**src/rtl/regfile_arb.sv**
```systemverilog
//------------------------------------------------------------------------------
// regfile_arb : two-client arbiter sharing the 4x8 regfile read/write ports.
// Macro REGFILE_ARB_RR_EN selects round-robin; default is fixed priority.
// Revision: 1.0
//------------------------------------------------------------------------------
`default_nettype none

module regfile_arb #(
  parameter int unsigned STARVE_LIMIT = 4
) (
  input  logic       clk,
  input  logic       sync_rst,
  input  logic       req_valid_0,
  input  logic       req_valid_1,
  output logic       req_ready_0,
  output logic       req_ready_1,
  input  logic       req_write_0,
  input  logic       req_write_1,
  input  logic [1:0] req_addr_a_0,
  input  logic [1:0] req_addr_a_1,
  input  logic [1:0] req_addr_b_0,
  input  logic [1:0] req_addr_b_1,
  input  logic [7:0] req_data_0,
  input  logic [7:0] req_data_1,
  output logic       rsp_valid_0,
  output logic       rsp_valid_1,
  output logic [7:0] rsp_data_a,
  output logic [7:0] rsp_data_b,
  output logic       rf_read_en_A,
  output logic       rf_read_en_B,
  output logic       rf_write_en,
  output logic [1:0] rf_addr_read_A,
  output logic [1:0] rf_addr_read_B,
  output logic [1:0] rf_addr_write,
  output logic [7:0] rf_data_in,
  input  logic [7:0] rf_data_out_A,
  input  logic [7:0] rf_data_out_B
);

  logic       grant_0;
  logic       grant_1;
  logic       win;
  logic       sel_write;
  logic [1:0] sel_addr_a;
  logic [1:0] sel_addr_b;
  logic [7:0] sel_data;
  logic       rsp_pending_q, rsp_pending_d;
  logic       rsp_owner_q, rsp_owner_d;

`ifdef REGFILE_ARB_RR_EN
  logic last_grant_q, last_grant_d;

  always_comb begin
    grant_0 = 1'b0;
    grant_1 = 1'b0;
    if (!sync_rst) begin
      if (req_valid_0 && req_valid_1) begin
        grant_0 = last_grant_q;
        grant_1 = !last_grant_q;
      end else begin
        grant_0 = req_valid_0;
        grant_1 = req_valid_1;
      end
    end
  end

  always_comb begin
    last_grant_d = last_grant_q;
    if (grant_1)      last_grant_d = 1'b1;
    else if (grant_0) last_grant_d = 1'b0;
  end

  // Reset value 1 means "client 1 won last", so client 0 wins the first tie.
  always_ff @(posedge clk) begin
    if (sync_rst) last_grant_q <= 1'b1;
    else          last_grant_q <= last_grant_d;
  end
`else
  localparam logic [3:0] STARVE_LIMIT_W = 4'(STARVE_LIMIT);

  logic [3:0] starve_cnt_q, starve_cnt_d;

  always_comb begin
    grant_0 = 1'b0;
    grant_1 = 1'b0;
    if (!sync_rst) begin
      grant_1 = req_valid_1 && (!req_valid_0 || (starve_cnt_q == STARVE_LIMIT_W));
      grant_0 = req_valid_0 && !grant_1;
    end
  end

  // Counter cannot pass the limit: reaching it forces a grant, which clears it.
  always_comb begin
    starve_cnt_d = 4'd0;
    if (req_valid_1 && !grant_1) starve_cnt_d = starve_cnt_q + 4'd1;
  end

  always_ff @(posedge clk) begin
    if (sync_rst) starve_cnt_q <= 4'd0;
    else          starve_cnt_q <= starve_cnt_d;
  end
`endif

  assign req_ready_0 = grant_0;
  assign req_ready_1 = grant_1;

  always_comb begin
    win        = grant_0 || grant_1;
    sel_write  = grant_1 ? req_write_1  : req_write_0;
    sel_addr_a = grant_1 ? req_addr_a_1 : req_addr_a_0;
    sel_addr_b = grant_1 ? req_addr_b_1 : req_addr_b_0;
    sel_data   = grant_1 ? req_data_1   : req_data_0;
  end

  always_comb begin
    rf_read_en_A   = 1'b0;
    rf_read_en_B   = 1'b0;
    rf_write_en    = 1'b0;
    rf_addr_read_A = 2'd0;
    rf_addr_read_B = 2'd0;
    rf_addr_write  = 2'd0;
    rf_data_in     = 8'd0;
    if (win && !sel_write) begin
      rf_read_en_A   = 1'b1;
      rf_read_en_B   = 1'b1;
      rf_addr_read_A = sel_addr_a;
      rf_addr_read_B = sel_addr_b;
    end else if (win && sel_write) begin
      rf_write_en   = 1'b1;
      rf_addr_write = sel_addr_a;
      rf_data_in    = sel_data;
    end
  end

  always_comb begin
    rsp_pending_d = win && !sel_write;
    rsp_owner_d   = rsp_owner_q;
    if (win && !sel_write) rsp_owner_d = grant_1;
  end

  always_ff @(posedge clk) begin
    if (sync_rst) begin
      rsp_pending_q <= 1'b0;
      rsp_owner_q   <= 1'b0;
    end else begin
      rsp_pending_q <= rsp_pending_d;
      rsp_owner_q   <= rsp_owner_d;
    end
  end

  // Masking with reset drops a response whose read was accepted just before reset.
  assign rsp_valid_0 = rsp_pending_q && !rsp_owner_q && !sync_rst;
  assign rsp_valid_1 = rsp_pending_q &&  rsp_owner_q && !sync_rst;
  assign rsp_data_a  = rf_data_out_A;
  assign rsp_data_b  = rf_data_out_B;

endmodule

`default_nettype wire

```
**config.mk**
```make
export PLATFORM = sky130hd
export DESIGN_NAME = regfile_arb
export DESIGN_NICKNAME = d
export VERILOG_FILES = /design/src/rtl/regfile_arb.sv
export SDC_FILE = /design/constraint.sdc
export NUM_CORES = 1
export LEC_CHECK = 0
export CAP_MARGIN = 0
export CORE_ASPECT_RATIO = 1.2
export CORE_UTILIZATION = 25
export DETAILED_ROUTE_END_ITERATION = 12
export GPL_TIMING_DRIVEN = 1
export PLACE_DENSITY_LB_ADDON = 0.25
export SLEW_MARGIN = 40
export SYNTH_ARGS = -nofsm -noshare
export SYNTH_HDL_FRONTEND = slang
export SYNTH_SLANG_ARGS = --single-unit
```
**constraint.sdc**
```tcl
create_clock -name clk -period 1.6 [get_ports clk]
set_clock_uncertainty 0.15 [all_clocks]
set_input_delay 0.32 -clock clk [delete_from_list [all_inputs] [get_ports clk]]
set_output_delay 0.32 -clock clk [all_outputs]
set_load 0.1 [all_outputs]
```
Yosys cells after proc, flatten, opt, wreduce, memory -nomap -nowiden. Index checks and enable logic that the tools add are counted.

Bits in registers: 6. Word-level logic and storage cells: 39. Output and inout bits: 37.

Add/sub/neg operators: 1. Reductions and logical operators: 18. Equality and inequality tests: 1. Multiplexer cells: 15. Bitwise logic cells: 1.

Operators with widths (number): 2-to-1 mux 8 bit (3); 2-to-1 mux 2 bit (6); logical AND 1 bit (9); zero test 1 bit (6); 2-to-1 mux 1 bit (6); adder 4 x 1 -> 4 bit, second input constant (1); equality test 4 x 3 -> 1 bit, second input constant (1); logical OR 1 bit (2); OR reduction 2 bit (1); NOT 1 bit (1).

Longest topological paths before layout.
Word-level depth: 10. Gate-level depth with buffers: 7.

Worst setup path after synthesis. No wires, ideal clock.

Path type: register to output. Start: register rsp_owner_q. End: output rsp_valid_0. Required time: 1130 ps. Buffers on the path: 0. Arrival time: 2508 ps. Stages on the path, launching flop included: 2. Setup slack: -1378 ps. Cells stage by stage: dfxtp_1 > nor3b_1.

Cells in the longest elaborated chain, start to end: 3.

RTL lines: from (decl) (line 48) `logic rsp_owner_q, rsp_owner_d;`; from (signal assigned) (line 147) `rsp_owner_q <= rsp_owner_d;`; zero test 1 bit (line 152) `assign rsp_valid_0 = rsp_pending_q && !rsp_owner_q && !sync_rst;`; logical AND 1 bit (2 in series) (line 152); to (decl) (line 25) `output logic rsp_valid_0,`.

Every way passes these cells.

Worst setup path in the final report.
Start: register starve_cnt_q[0]. End: output rf_data_in[0].

Cells in the longest elaborated chain, start to end: 10. Elaborated cells on any way between the ends: 15. Those cells by class: eq/ne (1); mux (6); reduce/logical (8).

RTL lines: from (decl) (line 81) `logic [3:0] starve_cnt_q, starve_cnt_d;`; from (signal assigned) (line 100) `else starve_cnt_q <= starve_cnt_d;`; equality test 4 x 3 -> 1 bit * (line 87) `grant_1 = req_valid_1 && (!req_valid_0 || (starve_cnt_q == STARVE_LIMIT_W));`; logical OR 1 bit * (line 87); logical AND 1 bit * (line 87); zero test 1 bit (line 88) `grant_0 = req_valid_0 && !grant_1;`; logical AND 1 bit (line 88); 2-to-1 mux 1 bit (line 86) `if (!sync_rst) begin`; logical OR 1 bit (line 108) `win = grant_0 || grant_1;`; logical AND 1 bit (line 128) `end else if (win && sel_write) begin`; 2-to-1 mux 8 bit (line 128); 2-to-1 mux 8 bit * (line 123) `if (win && !sel_write) begin`; to (decl) (line 35) `output logic [7:0] rf_data_in,`.

Every way passes the cells marked *; elsewhere a longest branch is shown, timed or not.

==> results.py <==
metrics = {
    "status": {
        "status": "finished, violations left",
        "violations": "negative setup slack",
    },
    "place": {
        "port_buffers": 50,
        "pre_cts_ws_ns": -0.733,
        "rd_place_congestion": 0.694,
        "dpl.hpwl_um": 2100,
    },
    "floorplan": {
        "die_area_mm2": 0.00324,
        "die-height_um": 62.1,
        "std_cell_rows": 21,
        "floorplan.initialDensity_pct": 26.5,
        "die_w_um": 52.1,
        "core-area_mm2": 0.00284,
        "ios": 83,
    },
    "worst_setup_path": {
        "worstPathBufferInverterCount": 4,
        "crit_slowest_cell": "sky130_fd_sc_hd__dfxtp_2",
        "startpoint_class_of_the_critical_path": "register",
        "crit_family": "buffers and inverters",
        "worstSetupEndpointType": "primary output",
        "cp_cell_sequence": "inv_2, ha_4, nand4b_1, buf_4, buf_6, a32oi_2, a21oi_4, buf_12",
        "critPathRequiredTime_ns": 1.13,
        "timing.critical_path.fanout_max": 5,
        "critical_path_class": "reg2out",
        "cpPeakStageDelay_ns": 0.32,
        "critPathArrivalTime_ns": 1.68,
    },
    "routing": {
        "dr_total_vias": 929,
        "firstDrtPassIters": 4,
        "totalWireLength_um": 2830,
        "detail_route.iter0.violations": 11,
        "avgRoutedWirePerCell_um": 15.0,
        "drtAntennaViolNets": 0,
        "route.detailed.vias_per_inst": 4.92,
        "remaining_drc_errors": 0,
    },
    "sta": {
        "timing.max_slew.rel_slack_pct": 77.0,
        "setup_slack_ns": -0.547,
        "worst_hold_slack_ns": 0.358,
        "worst_pin_slew_ns": 0.345,
        "fmax_ghz": 0.466,
        "post-route-min-period_ns": 2.15,
        "fin_hold_viols": 0,
        "finalSetupViolations": 19,
        "finalCritPeriodShare_pct": 134,
        "rsz0062_at_grt": "true",
        "timing.final.max_slew_violations": 0,
    },
    "grt": {
        "grt_pass1_vias": 913,
        "grt_remaining_overflow": 0,
        "grtUsageTotal_pct": 16.6,
        "grt_max_degree": 16,
        "grt_antenna_before_repair": 0,
        "grt_first_pass_wirelength_um": 4130,
    },
    "clock_tree": {
        "htreeDepth": 1,
        "cts_made_buffers": 3,
        "cts_root_buf": "sky130_fd_sc_hd__clkbuf_4",
        "max-clock-path-buffers": 2,
        "register_clock_pin_slew_on_the_reported_worst_setup_and_hold_paths_ns": 0.04,
        "cts_tree": "done",
        "tritoncts_num_sinks": 6,
        "clk_latency_ns": 0.24,
        "cts-hold-fix-buffers": 0,
    },
    "layout": {
        "most-common-layout-cells": "24 x sky130_fd_sc_hd__clkdlybuf4s50_1, 24 x sky130_fd_sc_hd__buf_12, 18 x sky130_fd_sc_hd__buf_4",
        "fill_cells": 211,
        "multi_input_area_um2": 721,
        "area.sequential_um2": 123,
        "area.growth.synth_to_final_pct": 153,
        "layout-drive-gt1-share_pct": 59.4,
        "n_antenna_cell": 0,
        "num-nets-final": 205,
    },
    "synth": {
        "synth_seq_cells": 6,
        "synthesis.area_um2": 753,
        "ys_types": 31,
        "synth_area_per_cell_um2": 7.77,
        "synth-seq-area-share_pct": 15.9,
        "synth_nets": 145,
        "ys.warnings.count": 0,
        "synthesis.instances": 97,
    },
    "power_and_ir_drop": {
        "power_per_cell_area_mw_per_mm2": 421,
        "vdd_drop_max_uv": 396,
        "leakage_component_of_the_power_nw": 0.740,
    },
    "flow_run": {
        "drv.max_cap_violation_count": 0,
    },
    "min_path": {
        "hold_path.class": "reg2reg",
    },
}
-- Yosys cell counts --
cell type	instances	area share, %
sky130_fd_sc_hd__nor2_1	7	3.5
sky130_fd_sc_hd__o211ai_1	1	1.0
sky130_fd_sc_hd__a21oi_1	9	6.0
sky130_fd_sc_hd__a32oi_1	7	8.1
sky130_fd_sc_hd__nor2b_1	1	0.83
sky130_fd_sc_hd__o2bb2ai_1	1	1.2
sky130_fd_sc_hd__and4b_4	1	1.8
sky130_fd_sc_hd__xor2_1	1	1.2
sky130_fd_sc_hd__nand2b_1	1	0.83
sky130_fd_sc_hd__buf_4	17	17
sky130_fd_sc_hd__and3b_1	1	1.2
sky130_fd_sc_hd__a22o_1	2	2.3
sky130_fd_sc_hd__and2_1	4	3.3
sky130_fd_sc_hd__a21o_1	1	1.0
sky130_fd_sc_hd__and2b_2	1	1.2
sky130_fd_sc_hd__and2_4	1	1.2
sky130_fd_sc_hd__nand4b_1	1	1.2
sky130_fd_sc_hd__clkinv_1	1	0.50
sky130_fd_sc_hd__buf_6	2	3.0
sky130_fd_sc_hd__nand3_1	1	0.66
sky130_fd_sc_hd__ha_1	2	3.3
sky130_fd_sc_hd__nor3b_1	1	1.0
sky130_fd_sc_hd__nand2_1	10	5.0
sky130_fd_sc_hd__a32o_1	6	8.0
sky130_fd_sc_hd__o2111ai_1	1	1.2
sky130_fd_sc_hd__inv_1	3	1.5
sky130_fd_sc_hd__nor3b_4	1	2.5
sky130_fd_sc_hd__xnor2_1	1	1.2
sky130_fd_sc_hd__dfxtp_1	6	16
sky130_fd_sc_hd__and3_1	2	1.7
sky130_fd_sc_hd__buf_2	3	2.0
-- metal layers --
layer  routed length (um)  vias up  global-route usage [%]  part of all wire, %
met5                    0        -                       0                    0
met4                    0        0                    4.39                    0
met3                  180        0                    2.21                  6.4
met2                 1630       37                    32.7                   58
met1                 1020      433                    17.1                   36
li1                     -      459                       -                    -
-- power breakdown --
part / leakage [nW] / switching [W] / internal [W]
Clock: 0.0138 / 0.0000551 / 0.0000849
Combinational: 0.676 / 0.000275 / 0.000232
Sequential: 0.0497 / 0.00000285 / 0.000154
Total: 0.740 / 0.000333 / 0.000472
-- worst register-to-register path, stage by stage, from the launching register on --
cell and delay, ns:
sky130_fd_sc_hd__dfxtp_2 0.32, sky130_fd_sc_hd__inv_2 0.06, sky130_fd_sc_hd__ha_4 0.14, sky130_fd_sc_hd__and4b_4 0.27, sky130_fd_sc_hd__nor3b_4 0.05, sky130_fd_sc_hd__buf_6 0.13, sky130_fd_sc_hd__buf_4 0.13, sky130_fd_sc_hd__a22o_1 0.19
-- stage by stage --
stage	power (W)	instances	util [%]	area [um^2]	setup TNS, ns
floorplan	0.000610	97	-	957	-6.66
global placement	0.000623	178	59.2	1680	-14.78
detailed placement	0.000626	178	59.2	1680	-15.59
CTS	0.000793	185	64.0	1820	-10.65
global route	0.000834	189	67.3	1910	-10.68
finish	0.000805	189	67.3	1910	-9.75
-- registers in the layout, summed over array words and instances (netlist names) --
register / flops
starve_cnt_q: 4
rsp_owner_q: 1
rsp_pending_q: 1
-- final cells by class --
type,instances,share of cell area [%]
Timing Repair Buffer,77,51.6
Inverter,4,0.852
Tap cell,34,2.23
Sequential cell,6,6.42
Multi-Input combinational cell,65,37.7
Clock buffer,3,1.18
-- timing repair --
item / 4_1_cts / 5_1_grt
setup endpoints to repair: 27 / 21
pin swaps: 17 / 10
gates resized for setup: 20 / 8
buffers inserted: 3 / 4
hold endpoints to repair: 0 / 0
gates cloned: 1 / 1
-- kinds of logic after synthesis --
| family | Yosys count | synth area share, % |
|---|---|---|
| buffers and inverters | 26 | 23.9 |
| AOI/OAI and AO/OA | 28 | 28.7 |
| adders and majority gates | 2 | 3.32 |
| DFF | 6 | 15.9 |
| and+or+nand+nor | 33 | 25.7 |
| xor gates and xnor gates | 2 | 2.33 |
-- final timing paths --
path                            depth (start not counted)       startpoint  slack (ns)             to
worst max-delay path                                    8  starve_cnt_q[0]       -0.55  rf_data_in[0]
worst min-delay path                                    2      rsp_owner_q        0.36    rsp_owner_q
worst max register to register                          7  starve_cnt_q[0]        0.06  rsp_pending_q
worst min register to register                          2      rsp_owner_q        0.36    rsp_owner_q
Note: power is estimated with default switching activity, not from simulation.
